## src/rtl/tracker_pkg.sv

```systemverilog
// rtl/tracker_pkg.sv - shared envelope state encoding and level constants
package tracker_pkg;

    typedef enum logic [2:0] {
        ENV_IDLE    = 3'd0,
        ENV_ATTACK  = 3'd1,
        ENV_DECAY   = 3'd2,
        ENV_SUSTAIN = 3'd3,
        ENV_RELEASE = 3'd4
    } env_state_t;

    // All-ones full-scale level; users slice the low ENV_WIDTH bits.
    localparam logic [31:0] ENV_MAX = 32'hFFFF_FFFF;

    function automatic logic env_is_busy(input env_state_t s);
        return s != ENV_IDLE;
    endfunction

endpackage

```

## src/rtl/env_vca.sv

```systemverilog
// rtl/env_vca.sv - registered amplitude multiply of a signed sample by the envelope
module env_vca #(
    parameter int DATA_WIDTH = 16,
    parameter int ENV_WIDTH  = 16
) (
    input  logic                         clk,
    input  logic                         rst_active_high,
    input  logic signed [DATA_WIDTH-1:0] sample_in,
    input  logic        [ENV_WIDTH-1:0]  env_level,
    output logic signed [DATA_WIDTH-1:0] sample_out
);

    localparam int PROD_WIDTH = DATA_WIDTH + ENV_WIDTH + 1;

    logic signed [PROD_WIDTH-1:0] sample_ext;
    logic signed [PROD_WIDTH-1:0] env_ext;
    logic signed [PROD_WIDTH-1:0] product;
    logic signed [DATA_WIDTH-1:0] sample_d;
    logic signed [DATA_WIDTH-1:0] sample_q;
    logic                         unused_prod_msb;

    // Full-width signed product; taking bits above ENV_WIDTH is a floor shift.
    // The top product bit never differs from the kept sign bit because the
    // envelope is strictly below 1.0, so the result cannot overflow.
    always_comb begin
        sample_ext = signed'({{(ENV_WIDTH + 1){sample_in[DATA_WIDTH-1]}}, sample_in});
        env_ext    = signed'({{DATA_WIDTH{1'b0}}, 1'b0, env_level});
        product    = sample_ext * env_ext;
        sample_d   = product[DATA_WIDTH+ENV_WIDTH-1:ENV_WIDTH];
    end

    assign unused_prod_msb = product[PROD_WIDTH-1];

    // Output register runs every clock, independent of the sample tick.
    always_ff @(posedge clk or posedge rst_active_high) begin
        if (rst_active_high) begin
            sample_q <= '0;
        end else begin
            sample_q <= sample_d;
        end
    end

    assign sample_out = sample_q;

endmodule

```

## src/rtl/adsr_envelope.sv

```systemverilog
// rtl/adsr_envelope.sv - tick-driven ADSR envelope generator with output VCA
module adsr_envelope #(
    parameter int DATA_WIDTH = 16,
    parameter int ENV_WIDTH  = 16
) (
    input  logic                         clk,
    input  logic                         rst_active_high,
    input  logic                         sample_tick,
    input  logic                         gate,
    input  logic        [ENV_WIDTH-1:0]  attack_step,
    input  logic        [ENV_WIDTH-1:0]  decay_step,
    input  logic        [ENV_WIDTH-1:0]  release_step,
    input  logic        [ENV_WIDTH-1:0]  sustain_level,
    input  logic signed [DATA_WIDTH-1:0] sample_in,
    output logic signed [DATA_WIDTH-1:0] sample_out,
    output logic        [ENV_WIDTH-1:0]  env_level,
    output logic        [2:0]            env_state,
    output logic                         busy
);

    import tracker_pkg::*;

    localparam logic [ENV_WIDTH-1:0] LEVEL_MAX = ENV_MAX[ENV_WIDTH-1:0];

    env_state_t             state_q, state_d;
    logic [ENV_WIDTH-1:0]   level_q, level_d;
    logic                   gate_q, gate_d;
    logic                   busy_q;
    logic                   rise, fall;
    logic [ENV_WIDTH:0]     attack_sum;
    logic [ENV_WIDTH:0]     decay_floor;

    // State, level, gate history and busy flag; reset abandons any phase.
    always_ff @(posedge clk or posedge rst_active_high) begin
        if (rst_active_high) begin
            state_q <= ENV_IDLE;
            level_q <= '0;
            gate_q  <= 1'b0;
            busy_q  <= 1'b0;
        end else begin
            state_q <= state_d;
            level_q <= level_d;
            gate_q  <= gate_d;
            busy_q  <= env_is_busy(state_d);
        end
    end

    // Next state and level; nothing moves on cycles without a tick.
    always_comb begin
        state_d     = state_q;
        level_d     = level_q;
        gate_d      = gate_q;
        rise        = 1'b0;
        fall        = 1'b0;
        attack_sum  = {1'b0, level_q} + {1'b0, attack_step};
        decay_floor = {1'b0, sustain_level} + {1'b0, decay_step};
        if (sample_tick) begin
            gate_d = gate;
            rise   = gate & ~gate_q;
            fall   = ~gate & gate_q;
            if (rise) begin
                // Retrigger keeps the current level to avoid a click.
                state_d = ENV_ATTACK;
            end else begin
                case (state_q)
                    ENV_IDLE: begin
                        level_d = '0;
                    end
                    ENV_ATTACK: begin
                        if (fall) begin
                            state_d = ENV_RELEASE;
                        end else if (attack_step == '0) begin
                            level_d = level_q;
                        end else if (attack_sum >= {1'b0, LEVEL_MAX}) begin
                            level_d = LEVEL_MAX;
                            state_d = ENV_DECAY;
                        end else begin
                            level_d = attack_sum[ENV_WIDTH-1:0];
                        end
                    end
                    ENV_DECAY: begin
                        if (fall) begin
                            state_d = ENV_RELEASE;
                        end else if ({1'b0, level_q} <= decay_floor) begin
                            level_d = sustain_level;
                            state_d = ENV_SUSTAIN;
                        end else begin
                            level_d = level_q - decay_step;
                        end
                    end
                    ENV_SUSTAIN: begin
                        if (fall) begin
                            state_d = ENV_RELEASE;
                        end else begin
                            level_d = sustain_level;
                        end
                    end
                    ENV_RELEASE: begin
                        if (level_q <= release_step) begin
                            level_d = '0;
                            state_d = ENV_IDLE;
                        end else begin
                            level_d = level_q - release_step;
                        end
                    end
                    default: begin
                        level_d = '0;
                        state_d = ENV_IDLE;
                    end
                endcase
            end
        end
    end

    // Status outputs come straight from registers.
    always_comb begin
        env_state = state_q;
        env_level = level_q;
        busy      = busy_q;
    end

    env_vca #(
        .DATA_WIDTH(DATA_WIDTH),
        .ENV_WIDTH (ENV_WIDTH)
    ) u_vca (
        .clk            (clk),
        .rst_active_high(rst_active_high),
        .sample_in      (sample_in),
        .env_level      (level_q),
        .sample_out     (sample_out)
    );

endmodule

```

## config.mk

```make
export PLATFORM = sky130hd
export DESIGN_NAME = adsr_envelope
export DESIGN_NICKNAME = d
export VERILOG_FILES = /design/src/rtl/tracker_pkg.sv /design/src/rtl/env_vca.sv /design/src/rtl/adsr_envelope.sv
export SDC_FILE = /design/constraint.sdc
export NUM_CORES = 1
export LEC_CHECK = 0
export ABC_AREA = 1
export BUFFER_PORTS_ARGS = -buffer_cell sky130_fd_sc_hd__buf_2
export CELL_PAD_IN_SITES_DETAIL_PLACEMENT = 1
export CELL_PAD_IN_SITES_GLOBAL_PLACEMENT = 2
export CORE_UTILIZATION = 25
export CTS_CLUSTER_SIZE = 12
export DETAILED_ROUTE_END_ITERATION = 10
export PLACE_DENSITY_LB_ADDON = 0.1
export SLEW_MARGIN = 15
export SYNTH_ARGS = -nofsm -noshare
export SYNTH_HDL_FRONTEND = slang
export SYNTH_SLANG_ARGS = --single-unit
```

## constraint.sdc

```tcl
create_clock -name clk -period 6.9 [get_ports clk]
set_input_delay 1.38 -clock clk [delete_from_list [all_inputs] [get_ports clk]]
set_output_delay 1.38 -clock clk [all_outputs]
set_load 0.05 [all_outputs]
```

=== Yosys cells after proc, flatten, opt, wreduce, memory -nomap -nowiden ===
Index checks and enable logic that the tools add are counted.

* Register bits: 37
* Bits of input ports: 84
* Output and inout bits: 36
* Logic and storage cells: 48

* $add $sub $neg: 4
* Multipliers: 1
* Magnitude comparators: 3
* Equal/unequal tests: 8
* Multiplexer cells: 18
* Bitwise logic cells: 5
* Reductions and logical operators: 4

{| class="wikitable"
|+ Operators by type and width
! cell !! number
|-
| 16-bit 2-to-1 mux || 7
|-
| 16-bit case mux with 4 select lines || 1
|-
| 16-bit by 16-bit adder with 17-bit output || 2
|-
| 16-bit by 17-bit multiplier with 32-bit output || 1
|-
| 16-bit subtractor || 2
|-
| 3-bit 2-to-1 mux || 9
|-
| 17-bit by 16-bit >= comparator with 1-bit output, second input constant || 1
|-
| 16-bit by 17-bit <= comparator with 1-bit output || 1
|-
| 16-bit <= comparator || 1
|-
| 16-bit zero test || 1
|-
| 3-bit case mux with 5 select lines || 1
|-
| 2-bit inequality test, second input constant || 4
|-
| 3-bit by 2-bit == test with 1-bit output, second input constant || 2
|-
| 6-bit AND reduction || 1
|-
| 3-bit by 1-bit == test with 1-bit output, second input constant || 1
|-
| 3-bit == test, second input constant || 1
|-
| 3-bit zero test || 1
|-
| 1-bit inverter || 3
|-
| 3-bit nonzero test || 1
|-
| 1-bit AND || 2
|}

=== Logic depth before layout (Yosys ltp) ===
Gate-level depths: netlist (run 1).

* Depth in word-level cells: 9
* Gate-level depth with buffers: 28

=== By module ===
Synthesis (run 1) repeated with hierarchy kept, for this count alone.

* Cells, all modules: 2170
* Area, all modules: 14806.7 µm²

{| class="wikitable"
|+ Modules (own cells, without submodules)
! module !! times used !! cells an instance !! area each (µm²)
|-
| env_vca || 1 || 1291 || 9539.1
|-
| adsr_envelope || 1 || 879 || 5267.6
|}

=== Least setup slack after synthesis (run 1) ===
No wires, ideal clock.

* Path kind: input port to flip-flop
* Start point: in sample_in[4]
* End point: reg u_vca.sample_q[14] (netlist: u_vca.sample_out[14])
* Setup time: 130 ps
* Data arrival time: 6329 ps
* Data required time: 6770 ps
* Slack: 440 ps
* Cell stages on the path: 21
* Buffers on the path: 2
* Cell sequence: clkbuf_1 clkbuf_1 nand2_1 fa_1 inv_1 fa_1 inv_1 fa_1 inv_1 fa_1 fa_1 inv_1 fa_1 inv_1 ha_1 a21oi_1 o21a_1 o221ai_1 a21oi_1 o211ai_1 xor2_1

* Cells in the longest elaborated chain, start to end: 1

{| class="wikitable"
|+ RTL lines
! element !! line !! text
|-
| start: declaration || adsr_envelope.sv:14 || <nowiki>input logic signed [DATA_WIDTH-1:0] sample_in,</nowiki>
|-
| 16-bit by 17-bit multiplier with 32-bit output || env_vca.sv:28 || <nowiki>product = sample_ext * env_ext;</nowiki>
|-
| net u_vca.product[30] || env_vca.sv:17 || <nowiki>logic signed [PROD_WIDTH-1:0] product;</nowiki>
|-
| end signal: assignment || env_vca.sv:39 || <nowiki>sample_q <= sample_d;</nowiki>
|-
| end: declaration || env_vca.sv:19 || <nowiki>logic signed [DATA_WIDTH-1:0] sample_q;</nowiki>
|}

The timed path passes the listed nets, and every way through them passes these cells.
A chain may end at the register's enable or synchronous reset.

=== Worst setup path after layout (run 1) ===
* Start point: in sample_in[1]
* End point: reg u_vca.sample_q[14] (netlist: u_vca.sample_out[14])

Same word-level chain as after synthesis.

==> results of run 1 <==
==> synthesized netlist by cell type (all sizes together) (2+ instances only) <==
| cell type | n |
|---|---|
| inv | 542 |
| nand2 | 540 |
| fa | 197 |
| ha | 193 |
| nor2 | 97 |
| a21oi | 94 |
| nand3 | 93 |
| clkbuf | 63 |
| o21ai | 56 |
| dfrtp | 37 |
| xor2 | 35 |
| xnor2 | 28 |
| nor3 | 18 |
| nand3b | 10 |
| buf | 8 |
| nand4 | 8 |
| o21bai | 8 |
| o22ai | 8 |
| o21a | 7 |
| or2 | 6 |
| a21o | 5 |
| a31oi | 4 |
| nor4 | 4 |
| o211ai | 4 |
| a211oi | 3 |
| a22oi | 2 |
| or4 | 2 |
==> registers in the layout (all words and copies together), names as in the netlist <==
signal	cells
env_level	16
busy	1
u_vca.sample_out	16
gate_q	1
env_state	3
==> logic make-up (layout without fill, tap and decap cells) <==
kind of cell / count (synthesis) / after routing / share of synthesized area (%)
compound gates: 196 / 196 / 7.541
fa+ha+maj: 390 / 390 / 43.95
flops: 37 / 37 / 6.399
buf+inv: 613 / 709 / 16.07
xor+xnor: 63 / 63 / 3.814
simple gates: 780 / 780 / 22.23
==> layer usage <==
layer	vias up	track usage, %	routed length [um]
met4	4	2.849	714
li1	6414	-	-
met3	31	1.283	1087
met5	-	0	27
met1	6436	25.99	25880
met2	138	33.28	26420
==> area by class of cell <==
class,instances,share of cell area (%)
multi-input cells,1429,69.41
inverters,542,12.59
well taps,756,5.852
flip-flops and latches,37,5.728
repair buffers,159,5.543
clock buffers,5,0.7741
clock inverters,3,0.1084
==> critical path: stages <==
cell                       delay, ns
sky130_fd_sc_hd__buf_2          0.25
sky130_fd_sc_hd__nand2_1        0.13
sky130_fd_sc_hd__fa_1           0.55
sky130_fd_sc_hd__inv_1          0.06
sky130_fd_sc_hd__fa_1           0.56
sky130_fd_sc_hd__inv_1          0.06
sky130_fd_sc_hd__fa_1           0.50
sky130_fd_sc_hd__inv_1          0.05
sky130_fd_sc_hd__fa_1           0.50
sky130_fd_sc_hd__fa_1           0.56
sky130_fd_sc_hd__fa_1           0.44
sky130_fd_sc_hd__ha_1           0.32
sky130_fd_sc_hd__a21oi_1        0.29
sky130_fd_sc_hd__o21a_1         0.17
sky130_fd_sc_hd__o221ai_1       0.10
sky130_fd_sc_hd__a21oi_1        0.41
sky130_fd_sc_hd__o211ai_1       0.22
sky130_fd_sc_hd__xor2_1         0.18
==> metrics by stage <==
stage	utilization (%)	instances	worst slack, ns	hold WS, ns
finish	28.44	2931	0.3333	0.6064
global route	28.44	2931	0.04035	0.6636
CTS	28.44	2931	0.2859	0.6229
detailed placement	28.19	2923	-0.02587	0.6067
global placement	28.19	2923	0.01235	0.5740
floorplan	-	2079	0.4404	0.5098
==> placed cells by master (no fill, tap or decap), drive strengths merged, types with 3 or more instances in the layout <==
master,n
inv,542
ha,193
o21a,7
o22ai,8
nor3,18
fa,197
buf,159
or2,6
nand3,93
nand2,540
nand3b,10
a21oi,94
a211oi,3
clkbuf,5
xor2,35
xnor2,28
a21o,5
o21ai,56
o21bai,8
nor2,97
nand4,8
nor4,4
o211ai,4
a31oi,4
dfrtp,37
==> how the worst max path moves through the flow <==
stage,startpoint,end,depth (start not counted)
after floorplan,sample_in[4],u_vca.sample_out[14]$_DFF_PP0_,21
after CTS,sample_in[1],u_vca.sample_out[14]$_DFF_PP0_,19
final,sample_in[1],u_vca.sample_out[14]$_DFF_PP0_,18
after global routing,sample_in[1],u_vca.sample_out[13]$_DFF_PP0_,21
after detailed placement,sample_in[15],u_vca.sample_out[14]$_DFF_PP0_,20
after global placement,sample_in[1],u_vca.sample_out[14]$_DFF_PP0_,18
==> results.md, run 1 <==
| Quantity | This run |
|:---|:---|
| Number of post-CTS setup repair buffers | 0 |
| Worst slew slack as a fraction of its limit | 30.58% |
| Net count after synthesis | 2553 |
| Number of global-route vias before repair | 14.49k |
| Share of flip-flops with an asynchronous set or reset after synthesis | 100.0% |
| Drt pass-1 iters | 4 |
| Final total negative setup slack | 0 ns |
| Die Outline Area | 58840 um2 |
| Outcome | finished, final reports clean |
| Count of yosys warnings during synthesis | 0 |
| Maximum number of pins on one net before global-route repair | 38 |
| DRC violation count after routing | 0 |
| Effective utilization at floorplan | 25.46% |
| Share of the clock period used by the worst path after layout | 95.17% |
| Cell taking the most area after synthesis | sky130_fd_sc_hd__fa_1 |
| Data required time at the worst endpoint | 7.07 ns |
| Final number of max-transition violations | 0 |
| CTS max path bufs | 2 |
| Floorplan row count | 87 |
| Die outline height | 242.6 um |
| Setup skew after layout | 0.009596 ns |
| Antenna-violating nets left | 0 |
| Hold Path Sink | gate_q$_DFFE_PP0P_ |
| Count of fill cells added during filler insertion | 7176 |
| Maximum level of the CTS H-tree | 2 |
| Resized cells post-CTS | 0 |
| Count of hold-fix buffers inserted at cts | 0 |
| Yosys top cell area share | 27.26% |
| Timing-limited maximum frequency | 152.3 MHz |
| Clock tree from TritonCTS | yes |
| Launch instance of the worst min-delay path | gate_q$_DFFE_PP0P_ |
| Number of cells traversed by the worst register-to-register path | 18 |
| Leading register cell type out of synthesis | sky130_fd_sc_hd__dfrtp_1 |
| Number of max-capacitance violations reported | 0 |
| Fraction of final layout cells with drive strength greater than 1 | 8.644% |
| Share of synthesized area occupied by flip-flops and latches | 6.399% |
| All-layer global routing usage | 19.01% |
| Area contributors post-synth | sky130_fd_sc_hd__fa_1 27%, sky130_fd_sc_hd__ha_1 17%, sky130_fd_sc_hd__inv_1 14% |
| Width of the die | 242.6 um |
| HP Class | flop to flop |
| Class of the most critical setup path | primary input to flop |
| Crit end category | flop |
| Number of enable flip-flop cells after synthesis | 0 |
| Sum of routed wire length over all layers | 54130 um |
| Half-perimeter wire length after placement | 46960 um |
| Critical R2R Launch | env_level[10]$_DFFE_PP0P_ |
| Gate count after technology mapping | 2079 |
| Finished layout cell area | 16160 um2 |
| Placed Instance Area | 16020 um2 |
| Minimum clock period | 6.567 ns |
| Clock latency of the later-clocked register in the worst-skew pair | 0.30 ns |
| Area grow syn2layout | 11.71% |
| Final net count | 2648 |
| Final setup viols | 0 |
| Avg WL per Cell | 18.47 um |
| Area used by multi-input combinational logic | 11220 um2 |
| Unrepaired setup endpoints after global routing | false |
| Arrival time of the worst setup path | 6.74 ns |
| Cell variety after synth | 45 |
| Antenna violations before repair | 2 |
| Endpoints failing hold | 0 |
| Average size of a mapped cell | 6.960 um2 |
| Boundary pin count | 120 |
| Count of input and output buffers | 119 |
| R2R setup slack | 0.56 ns |
| CORE AREA | 56820 um2 |
| Startpoint class of the critical path | primary input |
| Pin slew with the least headroom to its limit | 1.041 ns |
| Yosys reg bits | 37 |
| RePlAce Congestion | 0.8436 |
| Vias post-DR | 13.02k |
| Area used by sequential logic in the layout | 925.9 um2 |
| First-pass GRT wire length | 85880 um |
| Register clock-pin slew on the reported worst setup and hold paths | 0.07 ns |
| CTS root buf | sky130_fd_sc_hd__clkbuf_16 |
| Total grt overflow | 0 |
| Worst reg2reg endpoint | u_vca.sample_out[14]$_DFF_PP0_ |
| Number of sinks driven by the clock tree | 37 |
| Initial detailed-routing violation count | 385 |
| Number of buffers added by the clock tree synthesis step | 5 |
| Count of cells along the worst hold path | 2 |
| Cell area after technology mapping | 14470 um2 |
| Diode count | 0 |
| Maximum fanout along the worst path | 11 |
| Average vias per placed instance | 4.443 |
Power of run 1 is not shown: default switching activity piles up to over one toggle a cycle in this logic, so the estimate is an artifact.
==> inputs of run 2 (changes only) <==
PLACE_DENSITY = 0.61   (was default)
PLACE_DENSITY_LB_ADDON = default   (was 0.1)
REMOVE_ABC_BUFFERS = 1   (was default)
==> run 2 against run 1 <==
Cell area up 0.10%. First-iteration DRC count up 40%. Worst hold slack worse by 0.053 ns.
==> results.md, run 2 (synthesized netlist as in run 1, its figures left out) <==
| Quantity | This run |
|:---|:---|
| Unrepaired setup endpoints after global routing | false |
| Maximum fanout along the worst path | 11 |
| Most common library cell in the layout ignoring fill and taps | sky130_fd_sc_hd__inv_1 |
| Minimum clock period | 6.473 ns |
| Count of fill cells added during filler insertion | 7193 |
| Worst slew slack as a fraction of its limit | 28.38% |
| Clock tree from TritonCTS | yes |
| HP Class | flop to flop |
| All-layer global routing usage | 19.00% |
| Finished layout cell area | 16180 um2 |
| Post-placement cell count | 2925 |
| Area used by sequential logic in the layout | 927.1 um2 |
| Crit end category | flop |
| First-pass GRT wire length | 85820 um |
| Die Outline Area | 58840 um2 |
| Antenna violations before repair | 0 |
| Startpoint class of the critical path | primary input |
| RePlAce Congestion | 0.8769 |
| Drt pass-1 iters | 5 |
| Diode count | 0 |
| Placed Instance Area | 16040 um2 |
| Start point of the critical path | sample_in[4] |
| Number of sinks driven by the clock tree | 37 |
| Number of max-capacitance violations reported | 0 |
| CTS max path bufs | 2 |
| Final total negative setup slack | 0 ns |
| Total grt overflow | 0 |
| Maximum number of pins on one net before global-route repair | 38 |
| Die outline height | 242.6 um |
| Antenna-violating nets left | 0 |
| DRC violation count after routing | 0 |
| Number of post-CTS setup repair buffers | 0 |
| Hold Worst Slack | 0.5531 ns |
| Critical R2R Launch | env_level[6]$_DFFE_PP0P_ |
| Data required time at the worst endpoint | 7.07 ns |
| Fraction of final layout cells with drive strength greater than 1 | 8.728% |
| Count of hold-fix buffers inserted at cts | 0 |
| Resized cells post-CTS | 0 |
| Initial detailed-routing violation count | 539 |
| Outcome | finished, final reports clean |
| Number of buffers added by the clock tree synthesis step | 5 |
| Setup skew after layout | 0.01773 ns |
| Half-perimeter wire length after placement | 46330 um |
| Final net count | 2650 |
| CTS root buf | sky130_fd_sc_hd__clkbuf_16 |
| Number of global-route vias before repair | 14.73k |
| Effective utilization at floorplan | 25.46% |
| Boundary pin count | 120 |
| Floorplan row count | 87 |
| Vias post-DR | 13.14k |
| Register clock-pin slew on the reported worst setup and hold paths | 0.06 ns |
| Sum of routed wire length over all layers | 53840 um |
| Avg WL per Cell | 18.36 um |
| Count of input and output buffers | 119 |
| CORE AREA | 56820 um2 |
| Average vias per placed instance | 4.481 |
| Maximum level of the CTS H-tree | 2 |
| Number of non-filler instances in the completed layout | 2933 |
| Arrival time of the worst setup path | 6.65 ns |
| Final number of max-transition violations | 0 |
| Launch instance of the worst min-delay path | gate_q$_DFFE_PP0P_ |
| Endpoints failing hold | 0 |
| Clock latency of the later-clocked register in the worst-skew pair | 0.31 ns |
| Share of the clock period used by the worst path after layout | 93.81% |
| Final setup viols | 0 |
| Class of the most critical setup path | primary input to flop |
| Pin slew with the least headroom to its limit | 1.074 ns |
| Area used by multi-input combinational logic | 11220 um2 |
| Commonest cells after routing, fill and taps aside | 540 x sky130_fd_sc_hd__inv_1, 537 x sky130_fd_sc_hd__nand2_1, 197 x sky130_fd_sc_hd__fa_1 |
| Timing-limited maximum frequency | 154.5 MHz |
| Area grow syn2layout | 11.82% |
| Width of the die | 242.6 um |
-- run 2: cell types whose count changed in the layout (fill, tap and decap cells not counted) --
cell,delta
sky130_fd_sc_hd__buf_4,+2
sky130_fd_sc_hd__clkinv_1,+1
sky130_fd_sc_hd__dfrtp_1,-1
sky130_fd_sc_hd__dfrtp_2,+1
sky130_fd_sc_hd__inv_2,-1
-- run 2: through the flow --
stage / setup slack (ns) / util [%]
after floorplan: 0.8787 / -
after global placement: 0.1916 / 28.22
after detailed placement: 0.1155 / 28.22
after CTS: 0.4077 / 28.47
after global routing: 0.1110 / 28.47
final: 0.4271 / 28.47
-- run 2: path summary, 6_finish.rpt --
kind                       cells past startpoint                              to  slack (ns)
max                                           21  u_vca.sample_out[13]$_DFF_PP0_        0.43
min                                            2              gate_q$_DFFE_PP0P_        0.55
max reg2reg                                   21  u_vca.sample_out[14]$_DFF_PP0_        0.74
min reg2reg                                    2              gate_q$_DFFE_PP0P_        0.55
max in group asynchronous                      3        env_level[7]$_DFFE_PP0P_        5.22
min in group asynchronous                      3  u_vca.sample_out[14]$_DFF_PP0_        1.22
-- run 2: cell type report --
type | count | share of cell area (%)
Timing Repair Buffer | 161 | 5.630
Sequential cell | 37 | 5.730
Multi-Input combinational cell | 1429 | 69.34
Clock inverter | 3 | 0.1083
Clock buffer | 5 | 0.7733
Inverter | 542 | 12.57
Tap cell | 756 | 5.846
-- run 2: metal layers --
layer	GRT usage (%)	vias up	part of all wire [%]
met5	0	-	0
met2	31.24	170	45
met4	4.606	0	2.1
li1	-	6425	-
met3	1.448	46	2.3
met1	26.87	6502	51
-- run 2: worst max-delay path, cell delays in order --
cell and delay [ns]:
sky130_fd_sc_hd__buf_2 0.25, sky130_fd_sc_hd__nand2_1 0.13, sky130_fd_sc_hd__fa_1 0.57, sky130_fd_sc_hd__inv_1 0.05, sky130_fd_sc_hd__fa_1 0.51, sky130_fd_sc_hd__inv_1 0.06, sky130_fd_sc_hd__fa_1 0.52, sky130_fd_sc_hd__inv_1 0.07
sky130_fd_sc_hd__fa_1 0.49, sky130_fd_sc_hd__fa_1 0.49, sky130_fd_sc_hd__inv_1 0.05, sky130_fd_sc_hd__fa_1 0.47, sky130_fd_sc_hd__inv_1 0.04, sky130_fd_sc_hd__ha_1 0.30, sky130_fd_sc_hd__a21oi_1 0.22, sky130_fd_sc_hd__o21ai_0 0.11
sky130_fd_sc_hd__a21oi_1 0.14, sky130_fd_sc_hd__nand2_1 0.12, sky130_fd_sc_hd__a21oi_1 0.34, sky130_fd_sc_hd__o21ai_0 0.17, sky130_fd_sc_hd__xor2_1 0.16
Power of run 2 is left out for the same reason.
==> inputs of run 3 (changes only) <==
--- a/config.mk
+++ b/config.mk
@@ -7,4 +7,5 @@
 export LEC_CHECK = 0
 export ABC_AREA = 1
+export ABC_CLOCK_PERIOD_IN_PS = 6900
 export BUFFER_PORTS_ARGS = -buffer_cell sky130_fd_sc_hd__buf_2
 export CELL_PAD_IN_SITES_DETAIL_PLACEMENT = 1
==> constraint.sdc (replaced) <==
create_clock -name clk -period 6.9 [get_ports clk]
set_input_delay 0.69 -clock clk [delete_from_list [all_inputs] [get_ports clk]]
set_output_delay 0.69 -clock clk [all_outputs]
set_load 0.05 [all_outputs]
==> run 3 against run 2 <==
Count of clock-buffer cells in the layout unchanged. Die area unchanged. Utilization fell by 0.14 points. Clock skew is 0.0031 ns lower. Global-route usage fell by 0.12 points. Critical endpoint is now u_vca.sample_out[14]$_DFF_PP0_.
==> results.md, run 3 (synthesized netlist as in run 1, its figures left out) <==
| Quantity | This run |
|:---|:---|
| Final setup viols | 0 |
| CORE AREA | 56820 um2 |
| Antenna violations before repair | 0 |
| Count of buffering cells on the critical path with inverters included | 4 |
| Initial detailed-routing violation count | 556 |
| All-layer global routing usage | 18.89% |
| Register clock-pin slew on the reported worst setup and hold paths | 0.07 ns |
| Number of post-CTS setup repair buffers | 0 |
| Setup skew after layout | 0.01467 ns |
| Maximum fanout along the worst path | 11 |
| Clock tree from TritonCTS | yes |
| DRC violation count after routing | 0 |
| Most common library cell in the layout ignoring fill and taps | sky130_fd_sc_hd__inv_1 |
| Arrival time of the worst setup path | 6.35 ns |
| Width of the die | 242.6 um |
| Count of input and output buffers | 119 |
| Number of buffers added by the clock tree synthesis step | 5 |
| Number of cells traversed by the worst register-to-register path | 18 |
| Effective utilization at floorplan | 25.46% |
| Endpoints failing hold | 0 |
| Die Outline Area | 58840 um2 |
| Antenna-violating nets left | 0 |
| Die outline height | 242.6 um |
| Count of hold-fix buffers inserted at cts | 0 |
| Unrepaired setup endpoints after global routing | false |
| Timing-limited maximum frequency | 162.1 MHz |
| CTS root buf | sky130_fd_sc_hd__clkbuf_16 |
| Clock latency of the later-clocked register in the worst-skew pair | 0.31 ns |
| Startpoint class of the critical path | flop |
| Worst reg2reg endpoint | u_vca.sample_out[14]$_DFF_PP0_ |
| Class of the most critical setup path | flop to flop |
| Data required time at the worst endpoint | 7.08 ns |
| Maximum number of pins on one net before global-route repair | 38 |
| Maximum level of the CTS H-tree | 2 |
| Commonest cells after routing, fill and taps aside | 540 x sky130_fd_sc_hd__inv_1, 537 x sky130_fd_sc_hd__nand2_1, 197 x sky130_fd_sc_hd__fa_1 |
| Number of global-route vias before repair | 14.71k |
| HP Class | primary input to async pin |
| Sum of routed wire length over all layers | 53390 um |
| Boundary pin count | 120 |
| Diode count | 0 |
| Half-perimeter wire length after placement | 45630 um |
| Worst-path cell chain | buf_4, nand2_1, fa_1, inv_1, fa_1, fa_1, fa_1, fa_1, inv_1, fa_1, inv_1, ha_1, a21oi_1, o21a_1, o221ai_1, a21oi_1, o211ai_1, xor2_1 |
| Share of the clock period used by the worst path after layout | 89.41% |
| Pin slew with the least headroom to its limit | 1.191 ns |
| Total grt overflow | 0 |
| Final total negative setup slack | 0 ns |
| Count of fill cells added during filler insertion | 7153 |
| Area grow syn2layout | 11.26% |
| Critical R2R Launch | env_level[9]$_DFFE_PP0P_ |
| CTS max path bufs | 2 |
| Avg WL per Cell | 18.31 um |
| RePlAce Congestion | 0.8549 |
| Crit end category | flop |
| Cell with the largest stage delay on the worst path | sky130_fd_sc_hd__dfrtp_1 |
| Floorplan row count | 87 |
| Logic depth of the worst setup path including buffers | 18 |
| Worst slew slack as a fraction of its limit | 20.61% |
| Fraction of final layout cells with drive strength greater than 1 | 7.963% |
| Cell with the most instances on the worst path | sky130_fd_sc_hd__fa_1 |
| Delay-heaviest family, CP | adder cells |
| Largest stage delay on the critical path | 0.88 ns |
| Final net count | 2633 |
| First-pass GRT wire length | 85350 um |
| Number of max-capacitance violations reported | 0 |
| Utilization after layout | 28.33% |
| R2R setup slack | 0.73 ns |
| Outcome | finished, final reports clean |
| Vias post-DR | 13.21k |
| Drt pass-1 iters | 4 |
| Minimum clock period | 6.169 ns |
| Average vias per placed instance | 4.532 |
| Start point of the critical path | env_level[9]$_DFFE_PP0P_ |
| Resized cells post-CTS | 0 |
| Final number of max-transition violations | 0 |
| Number of sinks driven by the clock tree | 37 |
-- run 3: changes by cell type in the layout (fill, tap and decap cells not counted), sizes merged --
cell / previous run / this run
clkinvlp: 1 / 0
bufinv: 0 / 2
clkinv: 3 / 2
buf: 161 / 144
-- run 3: through the flow --
step                      instance area [um2]  cells  setup slack (ns)  hold WS [ns]
after CTS                               16100   2916            0.7450        0.5474
after floorplan                         14180   2008             1.289        0.5098
after global placement                  15910   2908            0.8480        0.5394
final                                   16100   2916            0.7310        0.5234
after global routing                    16100   2916            0.4368        0.5777
after detailed placement                15910   2908            0.7551        0.5566
-- run 3: final cells by class --
cell class	instances	area, um2	share of cell area [%]
inverters	542	2034	12.64
well taps	756	945.9	5.876
multi-input cells	1429	11220	69.69
clock buffers	5	125.1	0.7772
clock inverters	3	65.06	0.4042
repair buffers	144	783.3	4.866
flip-flops and latches	37	925.9	5.752
-- run 3: per-layer routing --
layer | global-route usage (%) | part of all wire, % | vias to the layer above | wire [um]
met2 | 31.89 | 46 | 178 | 24710
met1 | 26.62 | 50 | 6615 | 26710
met3 | 1.283 | 2.4 | 27 | 1289
met5 | 0 | 0 | - | 0
met4 | 3.200 | 1.3 | 0 | 673
li1 | - | - | 6394 | -
-- run 3: how the worst max path moves through the flow --
stage / to / slack [ns]
2_1_floorplan: u_vca.sample_out[13]$_DFF_PP0_ / 1.29
3_5_place_dp: u_vca.sample_out[14]$_DFF_PP0_ / 0.76
4_1_cts: u_vca.sample_out[14]$_DFF_PP0_ / 0.75
5_1_grt: u_vca.sample_out[14]$_DFF_PP0_ / 0.44
3_3_place_gp: u_vca.sample_out[13]$_DFF_PP0_ / 0.85
6_report: u_vca.sample_out[14]$_DFF_PP0_ / 0.73
-- run 3: worst min-delay path: stages --
cell and delay (ns):
sky130_fd_sc_hd__buf_2 0.10, sky130_fd_sc_hd__clkinv_1 0.03, sky130_fd_sc_hd__buf_4 0.47
Power of run 3 is left out for the same reason.
